==> src/rtl/ascon_loader_pkg.sv <==
// Shared types and constants for the Ascon serial loader: FSM states,
// packed random-word layout and LFSR geometry.
package ascon_loader_pkg;

    typedef enum logic [1:0] {
        IDLE,
        SHIFT,
        START
    } loaderState_t;

    localparam int unsigned NONCE_W  = 128;

    // Packed random word, MSB to LSB: {r_128, r_pt, r_64, key, ad, pt, nonce}
    localparam int unsigned RND_W    = 36;
    localparam int unsigned LANE_RW  = 4;
    localparam int unsigned NONCE_OFF = 0;
    localparam int unsigned PT_OFF   = 4;
    localparam int unsigned AD_OFF   = 8;
    localparam int unsigned KEY_OFF  = 12;
    localparam int unsigned R64_OFF  = 16;
    localparam int unsigned R64_W    = 14;
    localparam int unsigned RPT_OFF  = 30;
    localparam int unsigned RPT_W    = 3;
    localparam int unsigned R128_OFF = 33;
    localparam int unsigned R128_W   = 3;

    // Fibonacci LFSR x^41 + x^38 + 1
    localparam int unsigned LFSR_W      = 41;
    localparam int unsigned LFSR_TAP_HI = 40;
    localparam int unsigned LFSR_TAP_LO = 37;
    localparam int unsigned LFSR_STEPS  = 36;

    function automatic logic [LFSR_W-1:0] lfsrStep(input logic [LFSR_W-1:0] s);
        return {s[LFSR_W-2:0], s[LFSR_TAP_HI] ^ s[LFSR_TAP_LO]};
    endfunction

endpackage

==> src/rtl/ascon_lfsr.sv <==
// 41-bit Fibonacci LFSR advancing LFSR_STEPS steps per enabled cycle;
// used by the loader only when ASCON_LOADER_LFSR_EN is defined.
module ascon_lfsr
    import ascon_loader_pkg::*;
#(
    parameter logic [LFSR_W-1:0] SEED = 41'h0_1234_5678_9A
) (
    input  logic             clk,
    input  logic             rst,
    input  logic             en,
    output logic [RND_W-1:0] rnd
);

    logic [LFSR_W-1:0] lfsrQ;
    logic [LFSR_W-1:0] lfsrD;

    always_comb begin
        lfsrD = lfsrQ;
        for (int unsigned i = 0; i < LFSR_STEPS; i++) begin
            lfsrD = lfsrStep(lfsrD);
        end
    end

    always_ff @(posedge clk or negedge rst) begin
        if (!rst) begin
            lfsrQ <= SEED;
        end else if (en) begin
            lfsrQ <= lfsrD;
        end
    end

    // Word seen by the loader is the state it is about to advance to
    assign rnd = lfsrD[RND_W-1:0];

endmodule

==> src/rtl/ascon_serial_loader.sv <==
// Parallel-to-serial loader for the Ascon core's bit-serial inputs.
// Optional internal randomness source: define ASCON_LOADER_LFSR_EN.
module ascon_serial_loader
    import ascon_loader_pkg::*;
#(
    parameter int                K            = 128,
    parameter int                Y            = 96,
    parameter int                L            = 40,
    parameter int                START_CYCLES = 5,
    parameter logic [LFSR_W-1:0] LFSR_SEED    = 41'h0_1234_5678_9A
) (
    input  logic               clk,
    input  logic               rst,
    input  logic               load_valid,
    output logic               load_ready,
    input  logic               mode_i,
    input  logic [K-1:0]       key_i,
    input  logic [NONCE_W-1:0] nonce_i,
    input  logic [L-1:0]       ad_i,
    input  logic [Y-1:0]       pt_i,
    input  logic [RND_W-1:0]   rnd_i,
    output logic [4:0]         keyxSO,
    output logic [4:0]         noncexSO,
    output logic [4:0]         associated_dataxSO,
    output logic [4:0]         plain_textxSO,
    output logic [13:0]        r_64xSO,
    output logic [2:0]         r_128xSO,
    output logic [2:0]         r_ptxSO,
    output logic               encryption_startxSO,
    output logic               decryption_startxSO,
    output logic               done
);

    localparam int MAX   = (K > Y) ? ((K > L) ? K : L) : ((Y > L) ? Y : L);
    localparam int CNT_W = $clog2(MAX + 1);
    localparam logic [CNT_W-1:0] SHIFT_LAST = CNT_W'(MAX - 1);
    localparam logic [CNT_W-1:0] START_LAST = CNT_W'(START_CYCLES - 1);

    loaderState_t     state, stateNxt;
    logic [CNT_W-1:0] cnt, cntNxt;
    logic             accept;

    logic [K-1:0]       keySh;
    logic [NONCE_W-1:0] nonceSh;
    logic [L-1:0]       adSh;
    logic [Y-1:0]       ptSh;
    logic               modeR;

    logic             keyBit, nonceBit, adBit, ptBit;
    logic [RND_W-1:0] rndWord;
    logic [RND_W-1:0] rndSrc;

`ifdef ASCON_LOADER_LFSR_EN
    logic [RND_W-1:0] unusedRnd;
    assign unusedRnd = rnd_i;

    ascon_lfsr #(
        .SEED(LFSR_SEED)
    ) uLfsr (
        .clk(clk),
        .rst(rst),
        .en (state == SHIFT),
        .rnd(rndSrc)
    );
`else
    logic unusedSeed;
    assign unusedSeed = ^LFSR_SEED;
    assign rndSrc     = rnd_i;
`endif

    always_ff @(posedge clk or negedge rst) begin
        if (!rst) begin
            state <= IDLE;
            cnt   <= '0;
        end else begin
            state <= stateNxt;
            cnt   <= cntNxt;
        end
    end

    always_comb begin
        stateNxt = state;
        cntNxt   = cnt;
        accept   = 1'b0;
        unique case (state)
            IDLE: begin
                if (load_valid && load_ready) begin
                    accept   = 1'b1;
                    stateNxt = SHIFT;
                    cntNxt   = '0;
                end
            end
            SHIFT: begin
                if (cnt == SHIFT_LAST) begin
                    stateNxt = START;
                    cntNxt   = '0;
                end else begin
                    cntNxt = cnt + CNT_W'(1);
                end
            end
            START: begin
                if (cnt == START_LAST) begin
                    stateNxt = IDLE;
                    cntNxt   = '0;
                end else begin
                    cntNxt = cnt + CNT_W'(1);
                end
            end
            default: begin
                stateNxt = IDLE;
                cntNxt   = '0;
            end
        endcase
    end

    // Each lane shifts left with zero fill, so exhausted lanes emit 0
    always_ff @(posedge clk or negedge rst) begin
        if (!rst) begin
            keySh   <= '0;
            nonceSh <= '0;
            adSh    <= '0;
            ptSh    <= '0;
            modeR   <= 1'b0;
        end else if (accept) begin
            keySh   <= key_i;
            nonceSh <= nonce_i;
            adSh    <= ad_i;
            ptSh    <= pt_i;
            modeR   <= mode_i;
        end else if (state == SHIFT) begin
            keySh   <= {keySh[K-2:0], 1'b0};
            nonceSh <= {nonceSh[NONCE_W-2:0], 1'b0};
            adSh    <= {adSh[L-2:0], 1'b0};
            ptSh    <= {ptSh[Y-2:0], 1'b0};
        end
    end

    // load_ready follows the next state so a new job can be taken on the
    // first IDLE edge; everything else reflects the current state.
    always_ff @(posedge clk or negedge rst) begin
        if (!rst) begin
            load_ready          <= 1'b0;
            keyBit              <= 1'b0;
            nonceBit            <= 1'b0;
            adBit               <= 1'b0;
            ptBit               <= 1'b0;
            rndWord             <= '0;
            encryption_startxSO <= 1'b0;
            decryption_startxSO <= 1'b0;
            done                <= 1'b0;
        end else begin
            load_ready          <= (stateNxt == IDLE);
            keyBit              <= (state == SHIFT) && keySh[K-1];
            nonceBit            <= (state == SHIFT) && nonceSh[NONCE_W-1];
            adBit               <= (state == SHIFT) && adSh[L-1];
            ptBit               <= (state == SHIFT) && ptSh[Y-1];
            rndWord             <= (state == SHIFT) ? rndSrc : '0;
            encryption_startxSO <= (state == START) && !modeR;
            decryption_startxSO <= (state == START) && modeR;
            done                <= (state == START) && (cnt == START_LAST);
        end
    end

    assign keyxSO             = {rndWord[KEY_OFF   +: LANE_RW], keyBit};
    assign noncexSO           = {rndWord[NONCE_OFF +: LANE_RW], nonceBit};
    assign associated_dataxSO = {rndWord[AD_OFF    +: LANE_RW], adBit};
    assign plain_textxSO      = {rndWord[PT_OFF    +: LANE_RW], ptBit};
    assign r_64xSO            = rndWord[R64_OFF  +: R64_W];
    assign r_ptxSO            = rndWord[RPT_OFF  +: RPT_W];
    assign r_128xSO           = rndWord[R128_OFF +: R128_W];

endmodule
==> config.mk <==
export PLATFORM = sky130hd
export DESIGN_NAME = ascon_serial_loader
export DESIGN_NICKNAME = d
export VERILOG_FILES = /design/src/rtl/ascon_loader_pkg.sv /design/src/rtl/ascon_lfsr.sv /design/src/rtl/ascon_serial_loader.sv
export SDC_FILE = /design/constraint.sdc
export NUM_CORES = 1
export LEC_CHECK = 0
export CORE_MARGIN = 3
export CORE_UTILIZATION = 40
export CTS_BUF_LIST = sky130_fd_sc_hd__clkbuf_2
export CTS_CLUSTER_DIAMETER = 60
export DETAILED_ROUTE_END_ITERATION = 12
export MAX_ROUTING_LAYER = met4
export PLACE_DENSITY_LB_ADDON = 0.05
export REMOVE_ABC_BUFFERS = 1
export SETUP_SLACK_MARGIN = 0.2
export SLEW_MARGIN = 0
export SYNTH_ARGS = -nofsm -noshare
export SYNTH_HDL_FRONTEND = slang
export SYNTH_SLANG_ARGS = --single-unit
==> constraint.sdc <==
create_clock -name clk -period 2.05 [get_ports clk]
set_clock_uncertainty 0.2 [all_clocks]
set_input_delay 0.41 -clock clk [delete_from_list [all_inputs] [get_ports clk]]
set_output_delay 0.41 -clock clk [all_outputs]
set_load 0.03 [all_outputs]
# Yosys cells after proc, flatten, opt, wreduce, memory -nomap -nowiden
# Index checks and enable logic that the tools add are counted.
[op_classes] add_sub_neg=1 reduce_logical=12 mux=19 n_eq_ne=5
[op_table] operator="$mux W128" count=4
[op_table] operator="$mux W96" count=2
[op_table] operator="$mux W40" count=2
[op_table] operator="$mux W36" count=1
[op_table] operator="$mux W8" count=3
[op_table] operator="$pmux W8 S3" count=1
[op_table] operator="$add A8 B1 Y8 const B" count=1
[op_table] operator="$eq A8 B3 Y1 const B" count=1
[op_table] operator="$eq A8 B7 Y1 const B" count=1
[op_table] operator="$logic_and A1 B1 Y1" count=8
[op_table] operator="$mux W2" count=3
[op_table] operator="$pmux W2 S3" count=1
[op_table] operator="$logic_not A2 Y1" count=2
[op_table] operator="$eq A2 B1 Y1 const B" count=1
[op_table] operator="$eq A2 B2 Y1 const B" count=1
[op_table] operator="$mux W1" count=2
[op_table] operator="$ne A2 B2 Y1 const B" count=1
[op_table] operator="$reduce_bool A2 Y1" count=1
[op_table] operator="$logic_not A1 Y1" count=1
[word_totals] elab_cells=53 out_inout_bits=44 reg_bits=447

# Longest topological paths before layout
# Gate-level depths: netlist of the first run.
[depth] depth_word=4 ltp_mapped=9

# Worst setup path after synthesis of the first run
# Ideal clock, no wire load.
[synth_path] kind="reg2reg" startpoint="register state[0]" endpoint="register modeR" setup_slack_ps=74 n_path_buf=3 t_required_ps=1725 setup_ps=125 path_stages_with_launch=8 arrival_ps=1651 cell_sequence="dfrtp_1 inv_1 ha_1 and3_1 buf_2 buf_2 buf_2 mux2_2"
[synth_between] elab_chain_len=2
[synth_rtl] element="from (decl)" line_no="ascon_serial_loader.sv:39" text="loaderState_t state, stateNxt;"
[synth_rtl] element="from (signal assigned)" line_no="ascon_serial_loader.sv:76" text="state <= stateNxt;"
[synth_rtl] element="$logic_not A2 Y1" line_no="ascon_serial_loader.sv:85" text="unique case (state)"
[synth_rtl] element="$mux W1" line_no="ascon_serial_loader.sv:85"
[synth_rtl] element="to (signal assigned)" line_no="ascon_serial_loader.sv:129" text="modeR <= mode_i;"
[synth_rtl] element="to (decl)" line_no="ascon_serial_loader.sv:47" text="logic modeR;"
# No other way between the ends.
# A chain may end at the register's enable or synchronous reset.

# Final worst setup path of the first run
[layout_path] startpoint="register rndWord[9]" endpoint="output port associated_dataxSO[2]"
[layout_lines] element="from (decl)" line_no="ascon_serial_loader.sv:50" text="logic [RND_W-1:0] rndWord;"
[layout_lines] element="from (signal assigned)" line_no="ascon_serial_loader.sv:157" text="rndWord <= (state == SHIFT) ? rndSrc : '0;"
[layout_lines] element="to (decl)" line_no="ascon_serial_loader.sv:24" text="output logic [4:0] associated_dataxSO,"
# No word-level cell between the ends.

==> results of run 1 <==
## through the flow
step / instances / power [µW] / area (µm²) / hold WS [ps] / TNS, ps
2_1_floorplan: 1728 / 18100 / 19200 / -85.6 / -5889530
3_3_place_gp: 2970 / 29600 / 26100 / 120 / -10160
4_1_cts: 3777 / 45600 / 36300 / 22.9 / -19180
6_report: 3862 / 54700 / 40300 / 161 / -16950
5_1_grt: 3861 / 57300 / 40300 / 73.3 / -42250
3_5_place_dp: 2970 / 30100 / 26100 / 119 / -13410
## state kept, by name, summed over array words and instances (netlist names)
| signal | cells |
|---|---|
| keySh | 128 |
| nonceSh | 128 |
| ptSh | 96 |
| adSh | 40 |
| rndWord | 36 |
| cnt | 8 |
| state | 2 |
| adBit | 1 |
| decryption_startxSO | 1 |
| done | 1 |
| encryption_startxSO | 1 |
| keyBit | 1 |
| load_ready | 1 |
| modeR | 1 |
| nonceBit | 1 |
| ptBit | 1 |
## routing by layer
layer | up-vias | track usage, % | part of all wire, %
met5 | - | - | 0
met4 | 0 | 11.4 | 4.7
met3 | 288 | 6.14 | 5.6
met2 | 928 | 50.4 | 52
met1 | 10200 | 35.1 | 38
li1 | 9067 | - | -
## cells in the final DEF (no fill, tap or decap), types with 80 or more instances in the layout
| master | netlist | final |
|---|---|---|
| dlygate4sd3_1 | 0 | 433 |
| o21ai_1 | 1 | 195 |
| buf_16 | 0 | 120 |
| mux2i_1 | 388 | 302 |
| nand2_4 | 0 | 151 |
| buf_12 | 0 | 82 |
| nand2_2 | 0 | 113 |
| dfrtp_1 | 447 | 447 |
| buf_6 | 0 | 80 |
| clkdlybuf4s50_1 | 0 | 430 |
| nand2_1 | 399 | 135 |
| o21ai_2 | 0 | 192 |
| clkbuf_2 | 0 | 176 |
## what timing repair did
item                                    CTS  global route
endpoints found under the setup margin  440           459
pin swaps                               109           193
hold buffers                            434             0
cloned                                   95            36
buffers inserted                         71            39
resized for setup                       885           871
hold endpoints to repair                885             0
## worst paths after layout
kind / startpoint / endpoint / slack [ps] / depth (start not counted)
min in group asynchronous: rst / nonceBit / 630 / 5
max in group asynchronous: rst / ptSh[39] / 220 / 7
setup / recovery: rndWord[9] / associated_dataxSO[2] / -340 / 1
setup reg to reg: state[1] / ptSh[31] / -150 / 12
hold reg to reg: modeR / encryption_startxSO / 250 / 1
hold / removal: key_i[10] / keySh[10] / 160 / 4
## layout make-up
cell class	count	area, µm²	area share (%)
Timing Repair Buffer	1253	16200	40.1
Sequential cell	447	11200	27.8
Multi-Input combinational cell	1275	11000	27.4
Clock buffer	176	881	2.19
Tap cell	664	831	2.06
Clock inverter	31	126	0.314
Antenna cell	10	25.0	0.0622
Inverter	6	22.5	0.0559
## power by group through the flow
stage,Sequential [µW],Clock [µW],Combinational [µW]
detailed placement,15300,0,14800
global placement,15200,0,14400
global route,16400,6920,34000
finish,16100,6320,32300
CTS,15200,6240,24200
floorplan,13100,0,5000
## cell families (layout without fill, tap and decap cells)
kind of cell             after synthesis  in the layout  synth area share, %
AO/OA/AOI/OAI                        412            412                 10.7
flip-flops                           447            447                 56.3
other                                  0             10                    0
multiplexers                         389            389                 19.6
buffers and inverters                147           1466                 3.39
adder cells (fa/ha/maj)                6              6                0.378
AND/OR/NAND/NOR                      465            465                 9.56
XOR/XNOR                               3              3                0.132
## Yosys cell counts
cell type | n | area (µm²)
xnor2_1 | 3 | 26.3
o22ai_1 | 1 | 6.26
a311oi_1 | 1 | 8.76
nor4_1 | 3 | 18.8
o211ai_1 | 2 | 15.0
nand2b_1 | 6 | 37.5
o21ai_1 | 1 | 5.00
buf_1 | 2 | 7.51
dfrtp_1 | 447 | 11200
nor2_1 | 5 | 18.8
o21ai_0 | 394 | 1970
a21oi_1 | 5 | 25.0
a211oi_1 | 1 | 7.51
a21boi_1 | 1 | 7.51
mux2i_1 | 388 | 3880
nand2_1 | 399 | 1500
a221oi_1 | 1 | 8.76
nor3_1 | 1 | 5.00
nand3_1 | 5 | 25.0
clkbuf_1 | 50 | 188
o31ai_4 | 1 | 21.3
a21bo_2 | 2 | 20.0
mux2_2 | 1 | 11.3
a21o_1 | 1 | 7.51
and2_1 | 41 | 257
inv_1 | 6 | 22.5
buf_2 | 85 | 425
or4_1 | 1 | 7.51
and3_1 | 2 | 12.5
or4_4 | 1 | 11.3
and4b_1 | 1 | 10.0
ha_1 | 6 | 75.1
buf_4 | 4 | 30.0
a21bo_4 | 1 | 16.3
==> impl_metrics.toml, run 1 <==
[status]
status = "finished with violations"
violations = "negative setup slack"

[floorplan]
die-height_um = 229
core_area_um2 = 49100
die_x_um = 229
start_util_pct = 40.5
die_area_um2 = 52400
ios = 476
rows = 81

[drt]
remaining_drc_errors = 0
vias = 20500
post_drt_wl_per_cell_um = 22.8
drtIter0Drc = 1231
firstDrtPassIters = 5
viasPerCell = 5.31
antenna_left = 0
drt-total-wl_mm = 88.1

[setup_path]
crit_fanout = 1
slowest_stage = "dfrtp_1"
cp.required_ps = 1440
cp_top_family = "flip-flops"
cp.arrival_ps = 1780
endpoint_kind = "output port"
start_kind = "flip-flop"
crit_buf_inv = 1
slowest_delay_ps = 440
worstSetupPathType = "reg -> out"
worstPathCellList = "buf_6"

[sta]
slew_headroom_pct = 65.4
tightest_slew_ps = 519
rsz0062_at_grt = "true"
fin_crit_ps = 2390
final-setup-viol-count = 204
finalCritPeriodShare_pct = 117
hold_viol = 0
timing.final.max_slew_violations = 0
max_freq_ghz = 0.419
setup_slack_ps = -339

[global_route]
grt_overflow_total = 0
grt_usage_pct = 29.8
grt_max_degree = 59
antenna_found_initial = 7
grt_pass1_wl_mm = 119
grt_pass1_vias = 21200

[layout]
nets = 3537
drive_above_1_share_pct = 36.1
fin_util_pct = 82.1
area_growth_pct = 103
fill_cells = 2553

[power]
power.density_nw_per_um2 = 1360
clkPwrFrac_pct = 11.6
power_frac_comb_pct = 59.0
peakVddDrop_uv = 894
p_sw_share_pct = 38.7
power.switching_uw = 21100
leakagePower_uw = 0.0180
seqPwrFrac_pct = 29.4
p_int_uw = 33600

[clock_tree]
cts_sinks = 447
clockBufferDepth = 3
clkTransAtPathRegs_ps = 170
clkLatencyLatePin_ps = 1160
clk_root_buffer_cell = "clkbuf_2"
cts-buffers-inserted = 116
tritoncts = "done"
h-tree-depth = 3

[logic_synthesis]
synth_seq_area_share_pct = 56.3
netlist_area_um2 = 19900
ys.warnings.count = 0
synthDistinctLibCells = 34
synthesis.instances = 1869
ys_seq_elements = 447
syn_avg_cell_area_um2 = 10.6

[worst_hold_path]
hp-class = "in -> reg"

[placed_design]
dpl_worst_slack_ps = -101
gp_congestion = 0.820
dpl.hpwl_mm = 40.0
portBuffers = 475

[run]
cap_viol_max_count = 0
(Power assumes the default switching activity.)
==> run 2, diff against run 1 <==
- CORE_UTILIZATION: 40 -> 47
==> run 2 against run 1 <==
Compared with the run above: the flow now stops in global routing; area after synthesis did not move; synthesized cell count did not move.
==> impl_metrics.toml, run 2 <==
[floorplan]
ios = 476
die_x_um = 212
start_util_pct = 48.1
die-height_um = 212
rows = 74

[global_route]
grt_usage_pct = 92.6
grt_overflow_total = 1721
grt_max_degree = 57

[clock_tree]
cts-buffers-inserted = 116
clk_root_buffer_cell = "clkbuf_2"
cts_sinks = 447
h-tree-depth = 3
clockBufferDepth = 3

[logic_synthesis]
async_flop_share_pct = 100
syn_avg_cell_area_um2 = 10.6
synthDistinctLibCells = 34
synth_ff_type = "dfrtp_1"
synth_seq_area_share_pct = 56.3
ys_seq_elements = 447
yosysTopAreaCellShare_pct = 56.3
ys.warnings.count = 0
yosys.area.top_type = "dfrtp_1"
synthesis.instances = 1869
synth.most_common_cell = "dfrtp_1"
netlist_area_um2 = 19900
yosys-top-cells-count = "447 x dfrtp_1, 399 x nand2_1, 394 x o21ai_0"
synth.area.top_cells = "dfrtp_1 56%, mux2i_1 20%, o21ai_0 9.9%"
synth_edf_count = 0

[placed_design]
dpl.hpwl_mm = 39.9
portBuffers = 475
gp_congestion = 0.847
dpl_cell_area_um2 = 25800

[sta]
worst-ep-kind = "output port"
worstEndpointGrtRepair = "load_ready"

[status]
stop_stage = "global routing"
status = "did not finish"
error = "[ERROR GRT-0232] Routing congestion too high. Check the congestion heatmap in the GUI."
run 2: cell counts after synthesis:
Identical to the previous run, type by type.
run 2: through the flow:
step           util [%]  TNS (ps)  instances  worst slack, ps  hold slack (ps)
2_1_floorplan         -  -5889530       1728           -13330            -85.6
3_3_place_gp       62.5     -6930       2824             -101              109
3_5_place_dp       62.5     -7870       2824             -108              112
4_1_cts            87.7    -11390       3648             -311              130
run 2: timing repair:
item                       in CTS
gates cloned                   93
pin swaps                      98
hold buffers                  433
setup buffers                  94
setup endpoints to repair     450
gates resized for setup       871
hold endpoints to repair      883
run 2: per-layer routing:
layer,overflow,track usage [%]
met1,13,85.4
met2,1215,111
met3,20,71.1
met4,473,104
met5,-,-
run 2: cells by family after synthesis:
family                     synth area share [%]
buffers and inverters                      3.39
muxes                                      19.6
DFF                                        56.3
xor gates and xnor gates                  0.132
adders and majority gates                 0.378
AOI/OAI and AO/OA                          10.7
and+or+nand+nor                            9.56
==> run 3, diff against run 2 <==
- CORE_UTILIZATION: 47 -> 35
- CTS_BUF_LIST: sky130_fd_sc_hd__clkbuf_2 -> not set
- CTS_CLUSTER_DIAMETER: 60 -> not set
- MAX_ROUTING_LAYER: met4 -> not set
- PLACE_DENSITY_LB_ADDON: 0.05 -> 0.15
- SETUP_SLACK_MARGIN: 0.2 -> not set
- clock period: 2.05 -> 2.7 ns (I/O delays scaled with it)
==> run 3 against run 2 <==
Compared with the run above: the run now ends clean.
==> impl_metrics.toml, run 3 (synthesized netlist as in run 1, its figures left out) <==
[floorplan]
die_x_um = 244
rows = 86
die-height_um = 244
die_area_um2 = 59700
core_area_um2 = 55600
ios = 476
start_util_pct = 35.7

[drt]
drtIter0Drc = 725
firstDrtPassIters = 7
drt-total-wl_mm = 52.5
vias = 14900
viasPerCell = 4.79
remaining_drc_errors = 0
post_drt_wl_per_cell_um = 16.9
antenna_left = 0

[power]
peakVddDrop_uv = 495
p_sw_share_pct = 33.3
clkPwrFrac_pct = 24.1
power.switching_uw = 9680
p_int_uw = 19400
power.density_nw_per_um2 = 1060
power_frac_comb_pct = 36.3
leakagePower_uw = 0.0118
seqPwrFrac_pct = 39.5

[clock_tree]
clkTransAtPathRegs_ps = 60
clockBufferDepth = 3
clk_root_buffer_cell = "clkbuf_16"
cts_sinks = 447
h-tree-depth = 2
clkLatencyLatePin_ps = 570
postCtsSetupRepairBufs = 0
cts-buffers-inserted = 50
tritoncts = "done"
cts_resized = 0

[status]
status = "finished, final reports clean"

[setup_path]
start_kind = "flip-flop"
crit_cells = 1
worstPathCellList = "clkdlybuf4s50_1"
crit_buf_inv = 1
r2r_cells = 6
r2r_end = "load_ready"
cp_top_family = "buffers and inverters"
reg2reg_slack_ps = 490
cp.arrival_ps = 1670
crit_fanout = 4
slowest_stage = "clkdlybuf4s50_1"
slowest_delay_ps = 690
endpoint_kind = "output port"
worstSetupPathType = "reg -> out"
cp.required_ps = 1960
r2r-start = "state[1]"

[worst_hold_path]
hp-class = "reg -> reg"
whs_path_depth = 1
holdPathEnd = "encryption_startxSO"
worstHoldStart = "modeR"

[sta]
tns_ps = 0
rsz0062_at_grt = "false"
timing.final.max_slew_violations = 0
fin_crit_ps = 2410
final-setup-viol-count = 0
hold_viol = 0
max_freq_ghz = 0.416
tightest_slew_ps = 625
slew_headroom_pct = 58.4
finalCritPeriodShare_pct = 89.1
holdWs_ps = 244
setup_slack_ps = 294

[placed_design]
dpl.hpwl_mm = 38.4
gp_congestion = 0.785
portBuffers = 475
dpl.cell_count = 3015
dpl_worst_slack_ps = 261

[global_route]
antenna_found_initial = 1
grt_overflow_total = 0
grt_pass1_vias = 15500
grt_usage_pct = 17.4
grt_max_degree = 66
grt_pass1_wl_mm = 84.0

[layout]
layout.cells.most_common_list = "474 x clkdlybuf4s50_1, 447 x dfrtp_1, 399 x nand2_1"
fin_util_pct = 49.5
largestRegisters = "keySh (128), nonceSh (128), ptSh (96)"
fill_cells = 5114
nets = 2758
stdcell_count = 3108
layout.cells.most_common = "clkdlybuf4s50_1"
drive_above_1_share_pct = 6.44
area_growth_pct = 38.4

[run]
cap_viol_max_count = 0
[run 3: stage by stage]
step	power (µW)	instance area [µm²]
2_1_floorplan	15700	19200
3_3_place_gp	21900	25800
3_5_place_dp	22300	25800
4_1_cts	29500	27500
5_1_grt	31400	27500
6_report	29100	27500
[run 3: repair_timing]
item	CTS	global route
endpoints found under the hold margin	51	0
setup endpoints to repair	0	0
hold buffers	1	0
[run 3: worst max path at each step]
stage	from	to
2_1_floorplan	state[1]	adSh[10]
3_3_place_gp	load_valid	cnt[6]
3_5_place_dp	load_valid	load_ready
4_1_cts	load_ready	load_ready
5_1_grt	load_ready	load_ready
6_report	load_ready	load_ready
[run 3: metal layers]
layer,part of all wire (%),track usage (%),up-vias
met5,0,0,-
met4,1.7,4.05,0
met3,4.9,2.95,65
met2,49,29.4,333
met1,45,23.4,7185
li1,-,-,7318
[run 3: final cells by class]
| type | instances | area (µm²) | share of cell area (%) |
|---|---|---|---|
| inverters | 6 | 22.5 | 0.0819 |
| flip-flops and latches | 447 | 11200 | 40.7 |
| clock inverters | 13 | 165 | 0.600 |
| diodes | 1 | 2.50 | 0.00910 |
| clock buffers | 78 | 1550 | 5.64 |
| multi-input cells | 1275 | 8040 | 29.2 |
| well taps | 748 | 936 | 3.40 |
| repair buffers | 540 | 5610 | 20.4 |
[run 3: power by group through the flow]
stage	sequential [µW]	clock [µW]	combinational [µW]
floorplan	10800	0	4890
global placement	11500	0	10400
detailed placement	11600	0	10700
CTS	11500	7250	10700
global route	11900	7540	11900
finish	11500	7020	10600
==> run 4, diff against run 3 <==
- ABC_AREA: not set -> 1
- ABC_CLOCK_PERIOD_IN_PS: not set -> 2700
- CORE_UTILIZATION: 35 -> 50
==> run 4 against run 3 <==
Compared with the run above: largest cell class unchanged; power increased by 0.13%; count of clock-buffer cells in the layout increased by 1; routed wire length up 8.7%.
==> impl_metrics.toml, run 4 <==
[setup_path]
worstPathCellList = "clkdlybuf4s50_1"
cp.required_ps = 1960
r2r_cells = 7
slowest_delay_ps = 730
worstSetupPathType = "reg -> out"
slowest_stage = "clkdlybuf4s50_1"
r2r_end = "nonceSh[91]"
crit_fanout = 2
crit_buf_inv = 1
cp_top_family = "buffers and inverters"
endpoint_kind = "output port"
r2r-start = "state[0]"
cp.arrival_ps = 1650
reg2reg_slack_ps = 480
start_kind = "flip-flop"

[clock_tree]
h-tree-depth = 2
postCtsSetupRepairBufs = 0
cts_sinks = 447
clkLatencyLatePin_ps = 580
cts-buffers-inserted = 48
cts_resized = 0
hold_buffers = 1
tritoncts = "done"
clockBufferDepth = 3
clk_root_buffer_cell = "clkbuf_16"
clkTransAtPathRegs_ps = 60

[sta]
hold_viol = 0
tightest_slew_ps = 648
timing.final.max_slew_violations = 0
setup_slack_ps = 314
rsz0062_at_grt = "false"
fin_crit_ps = 2390
finalCritPeriodShare_pct = 88.4
final-setup-viol-count = 0
slew_headroom_pct = 56.8
max_freq_ghz = 0.419

[global_route]
grt_max_degree = 148
grt_usage_pct = 26.3
grt_pass1_vias = 17300
grt_overflow_total = 0
antenna_found_initial = 6
grt_pass1_wl_mm = 90.3

[drt]
drtIter0Drc = 1725
remaining_drc_errors = 0
drt-total-wl_mm = 57.1
post_drt_wl_per_cell_um = 17.6
viasPerCell = 5.52
firstDrtPassIters = 5
antenna_left = 0
vias = 17900

[logic_synthesis]
synth.area.top_cells = "dfrtp_1 56%, nand2_1 13%, a31oi_1 6.7%"
ys.warnings.count = 0
yosys.area.top_type = "dfrtp_1"
synth_ff_type = "dfrtp_1"
syn_avg_cell_area_um2 = 8.72
yosysTopAreaCellShare_pct = 56.0
ys_seq_elements = 447
synth.most_common_cell = "nand2_1"
yosys-top-cells-count = "677 x nand2_1, 447 x dfrtp_1, 224 x nor2_1"
netlist_area_um2 = 20000
synth_seq_area_share_pct = 56.0
synthesis.instances = 2293
synthDistinctLibCells = 27
async_flop_share_pct = 100
synth_edf_count = 0

[layout]
drive_above_1_share_pct = 4.96
area_growth_pct = 34.3
multi_input_area_um2 = 7320
stdcell_area_um2 = 26800
layout.cells.most_common = "nand2_1"
largestRegisters = "keySh (128), nonceSh (128), ptSh (96)"
layout.cells.most_common_list = "676 x nand2_1, 474 x clkdlybuf4s50_1, 447 x dfrtp_1"
ff_latch_area_um2 = 11200
nets = 3123
fill_cells = 3102
fin_util_pct = 68.7

[floorplan]
die-height_um = 206
start_util_pct = 51.1
die_x_um = 206
ios = 476
rows = 72
die_area_um2 = 42400
core_area_um2 = 39100

[placed_design]
portBuffers = 475
gp_congestion = 0.845
dpl.hpwl_mm = 38.3
dpl_cell_area_um2 = 25300
dpl_worst_slack_ps = 167

[worst_hold_path]
hp-class = "reg -> reg"
holdPathEnd = "encryption_startxSO"
whs_path_depth = 1
worstHoldStart = "modeR"

[power]
power_uw = 29100
power.density_nw_per_um2 = 1080
peakVddDrop_uv = 1020
leakagePower_uw = 0.0118

[status]
status = "finished, final reports clean"

[run]
cap_viol_max_count = 0
[run 4: cell types whose count changed in the layout (fill, tap and decap cells not counted), moves of 10 or more]
cell and change:
buf_4 -10, nor2_1 +219, o311ai_0 +81, o211ai_1 +82, and2_1 -41, nand3_1 +178
nand2_1 +277, inv_1 +140, o21ai_0 -381, a31oi_1 +214, mux2i_1 -388
[run 4: final cells by class]
cell class                      instances  share of cell area (%)
Sequential cell                       447                    41.7
Multi-Input combinational cell       1507                    27.3
Timing Repair Buffer                  532                    20.8
Clock buffer                           79                    5.55
Tap cell                              518                    2.41
Inverter                              149                    2.13
Clock inverter                          6                   0.149
Antenna cell                            4                  0.0373
[run 4: cells by family after synthesis]
| kind of cell | Yosys count | share of synthesized area [%] |
|---|---|---|
| XOR/XNOR | 2 | 0.0877 |
| AND/OR/NAND/NOR | 1090 | 21.7 |
| adder cells (fa/ha/maj) | 6 | 0.376 |
| buffers and inverters | 339 | 7.52 |
| AO/OA/AOI/OAI | 409 | 14.3 |
| flip-flops | 447 | 56.0 |
[run 4: routing by layer]
metal / up-vias / track usage, % / share of wire, %
met5: - / 0 / 0.074
met4: 6 / 6.08 / 1.6
met3: 67 / 6.27 / 8.6
met2: 683 / 41.3 / 47
met1: 8659 / 37.6 / 42
li1: 8485 / - / -
[run 4: where the power goes]
part	internal, µW	leakage (µW)	switching [µW]	total, µW
logic	4590	0.00552	6780	11400
registers	9870	0.00552	1450	11300
clock network	3740	0.000750	2670	6420
[run 4: worst max path at each step]
stage	end	cells after the start	startpoint	slack (ps)
5_1_grt	load_ready	1	load_ready	250
4_1_cts	load_ready	1	load_ready	260
6_report	load_ready	1	load_ready	310
3_5_place_dp	nonceSh[91]	8	load_valid	170
2_1_floorplan	ptSh[1]	5	state[1]	-13370
3_3_place_gp	nonceSh[40]	7	load_valid	210
[run 4: through the flow]
step / setup TNS, ps / hold slack (ps) / std cells
final: 0 / 248 / 3242
after global routing: 0 / 271 / 3241
after CTS: 0 / 239 / 3238
after detailed placement: 0 / 246 / 3152
after global placement: 0 / 233 / 3152
after floorplan: -4875680 / 44.4 / 2103
